===== src/rtl/spare_cfg_pkg.sv =====
// Shared types and default sizing for the spare-cell select-chain loader.
package spare_cfg_pkg;

    localparam int unsigned SPARE_CHAIN_LEN = 32;
    localparam int unsigned SPARE_CLK_DIV   = 4;

    typedef enum logic [2:0] {
        IDLE     = 3'd0,
        SHIFT_LO = 3'd1,
        SHIFT_HI = 3'd2,
        LATCH    = 3'd3,
        DONE     = 3'd4
    } state_e;

endpackage


===== src/rtl/spare_cfg_phase_cnt.sv =====
// CLK_DIV-modulo phase counter; tc_c marks the last cycle of a serial clock phase.
module spare_cfg_phase_cnt
    import spare_cfg_pkg::*;
#(
    parameter int unsigned CLK_DIV = SPARE_CLK_DIV
) (
    input  logic clk,
    input  logic resetn,
    input  logic clr,
    output logic tc_c
);

    localparam int unsigned PW = (CLK_DIV > 1) ? $clog2(CLK_DIV) : 1;

    logic [PW-1:0] cnt_q, cnt_d;

    assign tc_c = (cnt_q == PW'(CLK_DIV - 1));

    always_comb begin
        cnt_d = cnt_q;
        if (clr || tc_c) begin
            cnt_d = '0;
        end else begin
            cnt_d = cnt_q + PW'(1);
        end
    end

    always_ff @(posedge clk or negedge resetn) begin
        if (!resetn) begin
            cnt_q <= '0;
        end else begin
            cnt_q <= cnt_d;
        end
    end

endmodule


===== src/rtl/spare_cfg_loader.sv =====
// Shifts a parallel config word MSB-first into the external spare-cell select chain,
// strobes the latches, and returns the chain's previous contents as readback.
module spare_cfg_loader
    import spare_cfg_pkg::*;
#(
    parameter int unsigned CHAIN_LEN = SPARE_CHAIN_LEN,
    parameter int unsigned CLK_DIV   = SPARE_CLK_DIV
) (
    input  logic                 clk,
    input  logic                 resetn,
    input  logic [CHAIN_LEN-1:0] cfg_data,
    input  logic                 start,
    output logic                 busy,
    output logic                 done,
    output logic [CHAIN_LEN-1:0] cfg_readback,
    output logic                 ser_clk,
    output logic                 ser_dout,
    input  logic                 ser_din,
    output logic                 ser_latch
);

    localparam int unsigned CNT_W = $clog2(CHAIN_LEN);

    state_e               state_q, state_d;
    logic [CNT_W-1:0]     idx_q, idx_d;
    logic [CHAIN_LEN-1:0] shadow_q, shadow_d;
    logic [CHAIN_LEN-1:0] rb_shadow_q, rb_shadow_d;
    logic [CHAIN_LEN-1:0] cfg_readback_q, cfg_readback_d;
    logic                 busy_q, busy_d;
    logic                 done_q, done_d;
    logic                 ser_clk_q, ser_clk_d;
    logic                 ser_dout_q, ser_dout_d;
    logic                 ser_latch_q, ser_latch_d;
    logic                 phase_tc_c;
    logic                 phase_clr_c;

    // Counter only runs while a timed phase is active, so every phase starts at zero.
    assign phase_clr_c = (state_q == IDLE) || (state_q == DONE);

    spare_cfg_phase_cnt #(
        .CLK_DIV(CLK_DIV)
    ) u_phase_cnt (
        .clk   (clk),
        .resetn(resetn),
        .clr   (phase_clr_c),
        .tc_c  (phase_tc_c)
    );

    always_ff @(posedge clk or negedge resetn) begin
        if (!resetn) begin
            state_q <= IDLE;
        end else begin
            state_q <= state_d;
        end
    end

    always_comb begin
        state_d = state_q;
        unique case (state_q)
            IDLE:     if (start)      state_d = SHIFT_LO;
            SHIFT_LO: if (phase_tc_c) state_d = SHIFT_HI;
            SHIFT_HI: if (phase_tc_c) state_d = (idx_q == '0) ? LATCH : SHIFT_LO;
            LATCH:    if (phase_tc_c) state_d = DONE;
            DONE:                     state_d = IDLE;
            default:                  state_d = IDLE;
        endcase
    end

    // Datapath and registered-output decode; busy rises with acceptance so it only drops for DONE.
    always_comb begin
        idx_d          = idx_q;
        shadow_d       = shadow_q;
        rb_shadow_d    = rb_shadow_q;
        cfg_readback_d = cfg_readback_q;
        busy_d         = 1'b0;
        done_d         = 1'b0;
        ser_clk_d      = 1'b0;
        ser_dout_d     = 1'b0;
        ser_latch_d    = 1'b0;
        unique case (state_q)
            IDLE: begin
                if (start) begin
                    shadow_d = cfg_data;
                    idx_d    = CNT_W'(CHAIN_LEN - 1);
                    busy_d   = 1'b1;
                end
            end
            SHIFT_LO: begin
                busy_d     = 1'b1;
                ser_dout_d = shadow_q[idx_q];
                if (phase_tc_c) begin
                    rb_shadow_d[idx_q] = ser_din;
                end
            end
            SHIFT_HI: begin
                busy_d     = 1'b1;
                ser_clk_d  = 1'b1;
                ser_dout_d = shadow_q[idx_q];
                if (phase_tc_c && (idx_q != '0)) begin
                    idx_d = idx_q - CNT_W'(1);
                end
            end
            LATCH: begin
                busy_d      = 1'b1;
                ser_latch_d = 1'b1;
            end
            DONE: begin
                done_d         = 1'b1;
                cfg_readback_d = rb_shadow_q;
            end
            default: begin
                idx_d = '0;
            end
        endcase
    end

    always_ff @(posedge clk or negedge resetn) begin
        if (!resetn) begin
            idx_q          <= '0;
            shadow_q       <= '0;
            rb_shadow_q    <= '0;
            cfg_readback_q <= '0;
            busy_q         <= 1'b0;
            done_q         <= 1'b0;
            ser_clk_q      <= 1'b0;
            ser_dout_q     <= 1'b0;
            ser_latch_q    <= 1'b0;
        end else begin
            idx_q          <= idx_d;
            shadow_q       <= shadow_d;
            rb_shadow_q    <= rb_shadow_d;
            cfg_readback_q <= cfg_readback_d;
            busy_q         <= busy_d;
            done_q         <= done_d;
            ser_clk_q      <= ser_clk_d;
            ser_dout_q     <= ser_dout_d;
            ser_latch_q    <= ser_latch_d;
        end
    end

    assign busy         = busy_q;
    assign done         = done_q;
    assign cfg_readback = cfg_readback_q;
    assign ser_clk      = ser_clk_q;
    assign ser_dout     = ser_dout_q;
    assign ser_latch    = ser_latch_q;

endmodule

===== config.mk =====
export PLATFORM = sky130hd
export DESIGN_NAME = spare_cfg_loader
export DESIGN_NICKNAME = d
export VERILOG_FILES = /design/src/rtl/spare_cfg_pkg.sv /design/src/rtl/spare_cfg_phase_cnt.sv /design/src/rtl/spare_cfg_loader.sv
export SDC_FILE = /design/constraint.sdc
export NUM_CORES = 1
export LEC_CHECK = 0
export CAP_MARGIN = 15
export CORE_UTILIZATION = 51
export DETAILED_ROUTE_END_ITERATION = 7
export PLACE_DENSITY = 0.76
export SYNTH_ARGS = -nofsm -noshare
export SYNTH_HDL_FRONTEND = slang
export SYNTH_SLANG_ARGS = --single-unit

===== constraint.sdc =====
create_clock -name clk -period 2.75 [get_ports clk]
set_clock_uncertainty 0.1 [all_clocks]
set_input_delay 0.275 -clock clk [delete_from_list [all_inputs] [get_ports clk]]
set_output_delay 0.275 -clock clk [all_outputs]
set_load 0.1 [all_outputs]

# After elaboration in Yosys (flattened, before gate mapping)
# Cells that the tools add are included.
[word_totals]
reg_bits = 111
[op_classes]
addsub = 2
magnitude_cmp = 2
n_eq_ne = 10
muxes = 21
bitwise = 1
n_reduce_logical = 14
[ops]
columns = ["op", "count"]
rows = [
  ["bitwise mux 32 bit", 1],
  ["case mux 5 bit (3 select lines)", 1],
  ["2-to-1 mux 3 bit", 4],
  ["case mux 3 bit (4 select lines)", 1],
  ["2-to-1 mux 5 bit", 2],
  ["!= test 2 bit, second input constant", 5],
  ["2-to-1 mux 1 bit", 7],
  ["equality test 3 x 2 -> 1 bit, second input constant", 2],
  ["< comparator 5 x 6 -> 1 bit, second input constant", 1],
  ["OR reduction 3 bit", 2],
  ["binary-select mux 1 bit (select 5 bit)", 1],
  ["demux 1 bit (select 5 bit)", 1],
  [">= comparator 5 x 1 -> 1 bit, second input constant", 1],
  ["logical NOT 5 bit", 1],
  ["nonzero test 5 bit", 1],
  ["subtractor 5 x 1 -> 5 bit, second input constant", 1],
  ["2-to-1 mux 2 bit", 2],
  ["AND reduction 2 bit", 2],
  ["AND reduction 4 bit", 1],
  ["equality test 3 x 1 -> 1 bit, second input constant", 1],
  ["equality test 3 bit, second input constant", 1],
  ["logical NOT 3 bit", 1],
  ["AND reduction 3 bit", 1],
  ["adder 2 x 1 -> 2 bit, second input constant", 1],
  ["other kinds (6)", 8],
]

# Depth between registers and ports, before layout
[logic_depth]
depth_word = 5
depth_mapped = 7
mapped_depth_nobuf = 6

# Cells and area by module
# Synthesis repeated with hierarchy kept, for this count alone.
[hier_totals]
cells_unflattened = 356
hier_area_um2 = 4854.7
[by_module_without_submodules]
columns = ["module", "n_inst", "cells_each", "area_per_inst_um2", "seq_area_each_um2"]
rows = [
  ["spare_cfg_loader", 1, 351, 4769.6, 2727.6],
  ["spare_cfg_phase_cnt", 1, 5, 85.1, 50.0],
]

# Worst setup path after synthesis
# OpenSTA, ideal clock, no wires.
[synth_path]
path_type = "reg-to-reg"
startpoint = "register idx_q[1]"
endpoint = "register idx_q[0]"
setup_time_ps = 76
t_arrival_ps = 2069
t_required_ps = 2574
slack_ps = 504
path_stages_with_launch = 8
n_path_buf = 1
period_less_slack_ps = 2246
path_cell_list = "dfrtp_1 > clkbuf_1 > inv_1 > ha_1 > and2_2 > a221o_1 > a2111oi_2 > o21bai_2"
[synth_between]
elab_chain_cells = 4
[synth_rtl]
columns = ["item", "line", "rtl"]
rows = [
  ["from (decl)", "spare_cfg_loader.sv:25", "logic [CNT_W-1:0] idx_q, idx_d;"],
  ["from (signal assigned)", "spare_cfg_loader.sv:129", "idx_q <= idx_d;"],
  ["nonzero test 5 bit", "spare_cfg_loader.sv:99", "if (phase_tc_c && (idx_q != '0)) begin"],
  ["logical AND 1 bit", "spare_cfg_loader.sv:99", ""],
  ["!= test 2 bit (no source line)", "--", ""],
  ["AND reduction 3 bit (no source line)", "--", ""],
]
# Every way passes these cells.
# A chain may end at the register's enable or synchronous reset.

# Final worst setup path
[layout_path]
startpoint = "register idx_q[0]"
endpoint = "register idx_q[0]"
[layout_between]
elab_chain_cells = 4
word_cells_on_any_way = 7
cone_classes = "add/sub: 1; eq/ne: 1; mux: 2; reduce/logical: 3"
[layout_rtl]
columns = ["item"]
rows = [
  ["parallel branches: the longest is 4 deep, another holds subtractor 5 x 1 -> 5 bit"],
]
# Parallel ways; which one is timed is not known. The select of a mux whose other input is x is not followed.

==> results.yml <==
status:
  status: "finished, final reports clean"
worst_hold_path:
  hold_path_class: "in2async"
layout:
  fin_nets: 463
  syn_to_final_growth_pct: 19.0
  finalInstanceArea_um2: 5770
  final_layout_size_suffix_gt1_share_pct: 39.6
  insertedDiodeCount: 0
  final_util_pct: 62.5
clock_network:
  cts_hold_buf: 1
  cts_setup_buffers: 0
  numCtsBuffers: 9
  cts_resized: 0
  cts_sinks: 111
  root_buffer: "clkbuf_8"
  clockBufferDepth: 2
  clkLatencyLatePin_ns: 0.36
  h-tree-depth: 3
  clkTransAtPathRegs_ns: 0.10
  cts_tree: "built"
setup_path:
  worstPathArrival_ns: 2.45
  critPathMaxStageDelay_ns: 0.54
  crit_path_end_kind: "flip-flop"
  critPathLaunchType: "flip-flop"
  cp_top_family: "compound AO/OA/AOI/OAI gates"
  crit_type: "reg2reg"
  critPathRequiredTime_ns: 2.94
  crit_slowest_cell: "dfrtp_1"
  crit_fanout: 7
  path_cells: "inv_1, ha_1, and2_2, a221o_1, a2111oi_2, o21bai_2"
  critPathBufInv: 1
timing:
  hold_violations: 0
  tns_ns: 0
  max_slew_margin_pct: 60.5
  fin_crit_ns: 2.26
  fin_crit_sh_pct: 82.3
  tightestPinTransition_ns: 0.591
  report.final.slew_viol_count: 0
  fmax_ghz: 0.442
  grt_setup_unrepaired: "no"
  finalSetupViolCount: 0
global_routing:
  first_global_vias: 2933
  grt-ovfl-total: 0
  grt_pass1_wl_um: 14400
  antenna_found_initial: 0
  grt_max_degree: 45
  grt.total_usage_pct: 18.6
yosys:
  ys_ff_latch: 111
  ys_seq_area_share_pct: 57.2
  syn-num-nets: 394
  synth_area_per_cell_um2: 13.7
  syn_area_um2: 4850
  yosysWarningCount: 0
  synth_cell_types: 40
  synthCells: 353
drt:
  drc: 0
  via_per_inst: 5.23
  wl_um: 8460
  wire_per_inst_um: 15.2
  ant_nets: 0
  drt_iter0_drc: 95
  drtPass1Iterations: 6
  vias: 2910
placement:
  port_buffers: 72
  post-dp-hpwl_um: 6010
  place_congestion: 0.803
  post_dp_cell_area_um2: 5570
floorplanning:
  die_height_um: 99.6
  core_um2: 9240
  die_w_um: 99.6
  die_area_um2: 9910
  num_rows: 35
  initial_core_util_pct: 52.5
  io_pins: 73
job:
  cap_violations: 0
-- layer usage --
layer / GRT usage [%] / vias up / part of all wire [%]
met3: 3.02 / 13 / 3.9
met5: 0 / - / 0
met4: 6.22 / 0 / 1.6
li1: - / 1364 / -
met1: 25.7 / 1453 / 47
met2: 30.1 / 80 / 48
-- synth_stat cells (all sizes together) --
cell type	instances	area, µm²
a221o	2	20.0
nand3	2	10.0
and4bb	1	12.5
clkbuf	13	88.8
a22o	1	8.76
a2bb2oi	1	8.76
mux2	96	1080
nor3	2	15.0
nand2b	2	12.5
o31a	2	17.5
nor2b	2	12.5
nor2	14	52.6
o21ai	3	15.0
buf	10	65.1
inv	6	22.5
nand2	46	173
mux4	8	188
ha	5	62.6
mux2i	2	20.0
and3b	1	8.76
or3b	1	8.76
a2111oi	1	15.0
xnor2	1	8.76
and2	7	45.1
o41ai	1	8.76
a22oi	1	7.51
nor4b	1	15.0
a222oi	1	10.0
a31oi	1	6.26
dfrtp	111	2780
o21bai	1	11.3
a21oi	4	20.0
nor3b	2	15.0
o2bb2a	1	10.0
-- layout by cell type (no fill, tap or decap), drive strengths merged, types with 2 or more instances in the layout --
cell type	instances
a21oi	4
a221o	2
and2	7
buf	46
clkbuf	10
clkdlybuf4s50	34
clkinv	3
dfrtp	111
ha	5
inv	8
mux2	96
mux2i	2
mux4	8
nand2	46
nand2b	2
nand3	2
nor2	14
nor2b	2
nor3	2
nor3b	2
o21ai	3
o31a	2
-- flip-flops by register name (all words and copies together) (netlist names) --
name               cells
state_q                3
rb_shadow_q           32
cfg_readback          32
idx_q                  5
ser_latch              1
busy                   1
u_phase_cnt.cnt_q      2
done                   1
ser_clk                1
shadow_q              32
ser_dout               1
-- logic make-up after synthesis --
group	Yosys count	share of synthesized area (%)
AOI/OAI and AO/OA	20	3.27
xor gates and xnor gates	1	0.180
adders and majority gates	5	1.29
buffers and inverters	29	3.63
DFF	111	57.2
muxes	106	26.6
and+or+nand+nor	81	7.84
-- final timing paths --
path | from | to | slack (ns) | cells past startpoint
min in group clk | u_phase_cnt.cnt_q[0] | u_phase_cnt.cnt_q[0] | 0.35 | 1
worst min register to register | u_phase_cnt.cnt_q[0] | u_phase_cnt.cnt_q[0] | 0.35 | 1
worst max-delay path | idx_q[0] | idx_q[0] | 0.49 | 6
worst min-delay path | resetn | done | 0.31 | 2
worst max register to register | idx_q[0] | idx_q[0] | 0.49 | 6
max in group asynchronous | resetn | rb_shadow_q[15] | 1.50 | 3
-- per-stage QoR --
stage	setup WS, ns	hold WS [ns]	cells
after floorplan	0.504	-0.121	353
after global placement	0.561	0.182	539
after detailed placement	0.499	0.188	539
after CTS	0.461	0.333	556
after global routing	0.302	0.364	556
final	0.488	0.314	556
-- area by class of cell --
cell class	instances	area, µm²
tap	129	161
timing repair buffer	81	708
clock buffer	10	128
inverter	6	22.5
multi-input combinational	213	1910
sequential	111	2780
fill	704	3470
clock inverter	6	68.8
Power is not shown: default switching activity piles up to over one toggle a cycle in this logic, so the estimate is an artifact.
